<file path="src/rtl/word_unload_257_pkg.sv">
// Shared types and constants for the word-serial unload block.
package word_unload_257_pkg;
  localparam int WORD_W    = 16;
  localparam int NWORD_DEF = 16;

  typedef enum logic [1:0] {
    ST_IDLE  = 2'd0,
    ST_SHIFT = 2'd1,
    ST_EMIT  = 2'd2
  } state_e;
endpackage

</file>
<file path="src/rtl/word_mux_16.sv">
// Selects word[idx] from the held value; idx == NWORD selects the carry bit word.
module word_mux_16
  import word_unload_257_pkg::*;
#(
  parameter int NWORD = NWORD_DEF,
  parameter int IDXW  = $clog2(NWORD + 1)
) (
  input  logic [WORD_W*NWORD:0] value_i,
  input  logic [IDXW-1:0]       idx_i,
  output logic [WORD_W-1:0]     word_o
);

  always_comb begin
    word_o = '0;
    for (int k = 0; k < NWORD; k++)
      if (idx_i == IDXW'(k)) word_o = value_i[k*WORD_W +: WORD_W];
    if (idx_i == IDXW'(NWORD)) word_o = {{(WORD_W-1){1'b0}}, value_i[WORD_W*NWORD]};
  end

endmodule

</file>
<file path="src/rtl/word_unload_257.sv">
// Holds a {carry, NWORD x 16-bit} value; supports a 1-bit right shift and a
// ready/valid word-serial unload, least significant word first.
module word_unload_257
  import word_unload_257_pkg::*;
#(
  parameter int NWORD    = NWORD_DEF,
  parameter int EMIT_TOP = 0
) (
  input  logic                      clk,
  input  logic                      clr_n,
  input  logic                      load,
  input  logic [WORD_W*NWORD-1:0]   din,
  input  logic                      top_in,
  input  logic                      rsh,
  input  logic                      start,
  output logic [WORD_W-1:0]         dout,
  output logic                      dout_valid,
  input  logic                      dout_ready,
  output logic                      dout_last,
  output logic                      lsb_out,
  output logic                      busy,
  output logic                      held
);

  localparam int VW   = WORD_W*NWORD + 1;
  localparam int IDXW = $clog2(NWORD + 1);
  localparam logic [IDXW-1:0] LAST = (EMIT_TOP != 0) ? IDXW'(NWORD) : IDXW'(NWORD - 1);

  state_e          state_q;
  logic [VW-1:0]   value_q;
  logic [IDXW-1:0] idx_q;
  logic            held_q;
  logic            lsb_q;
  logic [WORD_W-1:0] mux_word;

  word_mux_16 #(.NWORD(NWORD), .IDXW(IDXW)) u_mux (
    .value_i (value_q),
    .idx_i   (idx_q),
    .word_o  (mux_word)
  );

  // Outputs decode from registered state only, so reset forces them low at once.
  assign dout_valid = (state_q == ST_EMIT);
  assign dout       = dout_valid ? mux_word : '0;
  assign dout_last  = dout_valid && (idx_q == LAST);
  assign busy       = (state_q != ST_IDLE);
  assign held       = held_q;
  assign lsb_out    = lsb_q;

  always_ff @(posedge clk or negedge clr_n) begin
    if (!clr_n) begin
      state_q <= ST_IDLE;
      value_q <= '0;
      idx_q   <= '0;
      held_q  <= 1'b0;
      lsb_q   <= 1'b0;
    end else begin
      case (state_q)
        ST_IDLE: begin
          if (load) begin
            value_q <= {top_in, din};
            held_q  <= 1'b1;
            lsb_q   <= 1'b0;
          end else if (rsh && held_q) begin
            state_q <= ST_SHIFT;
          end else if (start && held_q) begin
            state_q <= ST_EMIT;
            idx_q   <= '0;
          end
        end
        ST_SHIFT: begin
          value_q <= value_q >> 1;
          lsb_q   <= value_q[0];
          state_q <= ST_IDLE;
        end
        ST_EMIT: begin
          if (dout_ready) begin
            if (idx_q == LAST) begin
              state_q <= ST_IDLE;
              held_q  <= 1'b0;
              idx_q   <= '0;
            end else begin
              idx_q <= idx_q + 1'b1;
            end
          end
        end
        default: state_q <= ST_IDLE;
      endcase
    end
  end

endmodule

</file>
<file path="config.mk">
export PLATFORM = sky130hd
export DESIGN_NAME = word_unload_257
export DESIGN_NICKNAME = d
export VERILOG_FILES = /design/src/rtl/word_unload_257_pkg.sv /design/src/rtl/word_mux_16.sv /design/src/rtl/word_unload_257.sv
export SDC_FILE = /design/constraint.sdc
export NUM_CORES = 1
export LEC_CHECK = 0
export ABC_AREA = 1
export CAP_MARGIN = 15
export CORE_MARGIN = 3
export CORE_UTILIZATION = 40
export CTS_CLUSTER_DIAMETER = 200
export DETAILED_ROUTE_END_ITERATION = 8
export DONT_BUFFER_PORTS = 1
export REMOVE_ABC_BUFFERS = 1
export SYNTH_ARGS = -nofsm -noshare
export SYNTH_HDL_FRONTEND = slang
export SYNTH_HIERARCHICAL = 1
export SYNTH_SLANG_ARGS = --single-unit
export TNS_END_PERCENT = 10
</file>
<file path="constraint.sdc">
create_clock -name clk -period 2.41 [get_ports clk]
set_clock_uncertainty 0.05 [all_clocks]
set_input_delay 0.1205 -clock clk [delete_from_list [all_inputs] [get_ports clk]]
set_output_delay 0.1205 -clock clk [all_outputs]
set_load 0.03 [all_outputs]
</file>
==> flow_summary.yaml <==
outcome:
  status: "finished with violations"
  violations: "negative hold slack, negative setup slack"
sta:
  tns_ns: -10.43
  period_minus_slack_ns: 3.159
  finalHoldViolations: 266
  worst_pin_slew_ns: 0.6974
  holdWs_ns: -0.7935
  max_slew_margin_pct: 53.51
  fin_crit_sh_pct: 131.1
  finalSetupViolCount: 16
  maxSlewViolCount: 0
  setup_ws_ns: -0.7494
  rsz0062_at_grt: "true"
  fmax_ghz: 0.3165
layout:
  layout_commonest_cell: "nand2_1"
  final_cell_mix: "nand2_1, o21ai_1, inv_1"
  drive_above_1_share_pct: 9.509
  nFillCells: 3813
  synthToLayoutAreaGrowth_pct: 26.57
  instances_no_fill: 3090
  fin_nets: 2808
floorplanning:
  core-area_um2: 39190
  initial_core_util_pct: 40.98
  die_h_um: 206.4
  die_w_um: 206.4
  die_area_um2: 42590
  num_rows: 72
  io_pins: 284
worst_setup_path:
  crit_type: "reg -> out"
  r2r-start: "idx_q[0]"
  reg2reg_depth: 11
  critPathSlowestCell: "dfrtp_1"
  cp_cell_sequence: "buf_6 > nor2_4 > nand2_4 > nor2_4 > buf_12 > nand2_4 > nand3_2 > nand2_2 > nand4_1 > nand2_2 > nand4_1 > nor2_2 > nand4_1 > nor2_1 > nor2_1 > inv_1 > nor2_1 > buf_4"
  critPathRequiredTime_ns: 2.24
  crit_arrival_ns: 2.99
  worstPathMaxFanout: 6
  r2r_setup_slack_ns: 0.17
  crit_start: "idx_q[0]"
  r2r-end: "held"
  critical_path.endpoint_type: "output pin"
  cp-start-kind: "flip-flop"
  slowest_delay_ns: 0.43
clock_tree:
  clk_root_buffer_cell: "clkbuf_16"
  cts_hold_buf: 265
  cts_buffer_depth: 3
  cts_tree: "built"
  clkTransAtPathRegs_ns: 0.06
  cts.htree.levels: 1
  cts_inserted_buffers: 31
  worstSkewPairLatency_ns: 0.57
  clock-sinks: 266
drt:
  wire_per_inst_um: 16.84
  final_antenna_net_count: 0
  drt_wl_total_mm: 52.03
  drt_iter0_drc: 1335
  viasPerCell: 5.040
  drc: 0
  firstDrtPassIters: 6
  vias: 15575
placed_design:
  placedCellCount: 2753
  dp_hpwl_mm: 35.51
  port_buffers: 0
  gp_congestion: 0.8849
pwr:
  p_leak_nw: 9.804
  p_per_area_nw_per_um2: 1104
  peakVddDrop_mv: 0.6449
global_routing:
  grt_max_degree: 267
  grt_pass1_vias: 15148
  antenna_found_initial: 8
  grt-ovfl-total: 0
  gr-usage-all-layers_pct: 23.71
  grt_first_pass_wirelength_mm: 80.14
hold_path:
  min_path_type: "in -> async"
synthesis:
  synth_mux_area_share_pct: 0
  synth.area.top_cells: "dfrtp_1, nand2_1, o21ai_1"
  ys_warn_count: 6
  synth_top_family_by_area: "simple AND/OR/NAND/NOR gates"
  ys_seq_area_share_pct: 41.45
  ys_ff_latch: 266
  synth_top_area_share_pct: 41.45
  syn_avg_cell_area_um2: 7.019
  synth_cells: 2288
  synthAdderAreaFrac_pct: 0.07791
  synth_compound_area_share_pct: 17.22
  syn_area_um2: 16060
  synth-xor-area-share_pct: 0
  synth_top_area_cell: "dfrtp_1"
  yosysUniqueCellTypes: 30
  yosys.area_share.simple_pct: 25.92
job:
  drv_cap: 0
[sequential cells by signal, summed over array words and instances, names as in the netlist]
register / cells
value_q: 257
idx_q: 5
state_q: 2
held: 1
lsb_out: 1
[cells in the mapped netlist]
library cell and count:
nor3b_1 1, o21ai_0 152, nand4_1 52, nor2_2 6
nand3b_1 1, nand2_2 3, nor3_1 2, or2_2 25
inv_1 338, inv_2 5, nor2_4 8, a21oi_1 24
buf_8 4, o21ai_1 354, or2_1 4, buf_6 73
nand2_4 1, o21ai_2 13, dfrtp_1 266, nand2_8 1
nand2_1 766, buf_4 11, ha_1 1, nand3_2 3
buf_1 2, nor2_1 85, buf_2 30, clkbuf_1 14
nand3_1 32, or2_0 11
[power by group]
part           leakage [nW]  internal (W)  switching (W)
Sequential             3.28       0.00657        0.00132
Combinational          6.03       0.00381        0.00613
Clock                 0.489       0.00266        0.00195
Total                  9.80        0.0130        0.00940
[kinds of logic (layout without fill, tap and decap cells)]
logic type                 count (synthesis)  in the layout
other                                      0              6
buffers and inverters                    477            755
adders and majority gates                  1              1
and+or+nand+nor                         1001           1001
AOI/OAI and AO/OA                        543            543
DFF                                      266            266
[area by class of cell]
class                           count  area [um2]  share of cell area (%)
Sequential cell                   266        6658                   32.75
Multi-Input combinational cell   1545        7143                   35.14
Timing Repair Buffer              357        3593                   17.68
Inverter                          343        1292                   6.358
Clock inverter                     11       82.58                  0.4063
Tap cell                          518       648.1                   3.188
Clock buffer                       44       894.6                   4.401
Antenna cell                        6       15.01                 0.07386
[per-stage QoR]
step / hold WS [ns] / cell area, um2 / worst slack (ns) / power [W] / util (%)
final: -0.7935 / 20330 / -0.7494 / 0.02244 / 51.87
after global routing: -0.8131 / 20330 / -0.8744 / 0.02405 / 51.87
after CTS: -0.8155 / 20090 / -0.7177 / 0.02202 / 51.27
after detailed placement: -0.2115 / 16340 / -0.1961 / 0.01672 / 41.71
after global placement: -0.2115 / 16340 / -0.1846 / 0.01656 / 41.71
after floorplan: -0.2251 / 14890 / -5.631 / 0.01329 / -
[critical path: cells and delay by family (launching register included)]
kind	cells	cell delay (ns)
simple gates	14	1.45
buf+inv	4	0.53
flops	1	0.43
[timing repair]
action	in CTS	in global routing
pin swaps	2	30
endpoints found under the hold margin	532	266
buffers inserted	4	7
cloned	0	1
endpoints found under the setup margin	16	16
resized for setup	19	37
[worst max-delay path by stage]
stage,endpoint,slack (ns),cells after the start
after floorplan,value_q[174],-5.63,5
after global placement,dout[4],-0.18,14
after detailed placement,dout[8],-0.20,18
after CTS,dout[4],-0.72,14
after global routing,dout[5],-0.87,18
final,dout[5],-0.75,18
[metal layers]
metal  global-route usage (%)  part of all wire [%]  vias up
met5                        0                 0.079        -
met3                    3.103                   5.3      112
li1                         -                     -     7701
met1                    32.34                    44     7257
met2                    39.17                    47      499
met4                    7.709                   3.5        6
(Power assumes the default switching activity.)
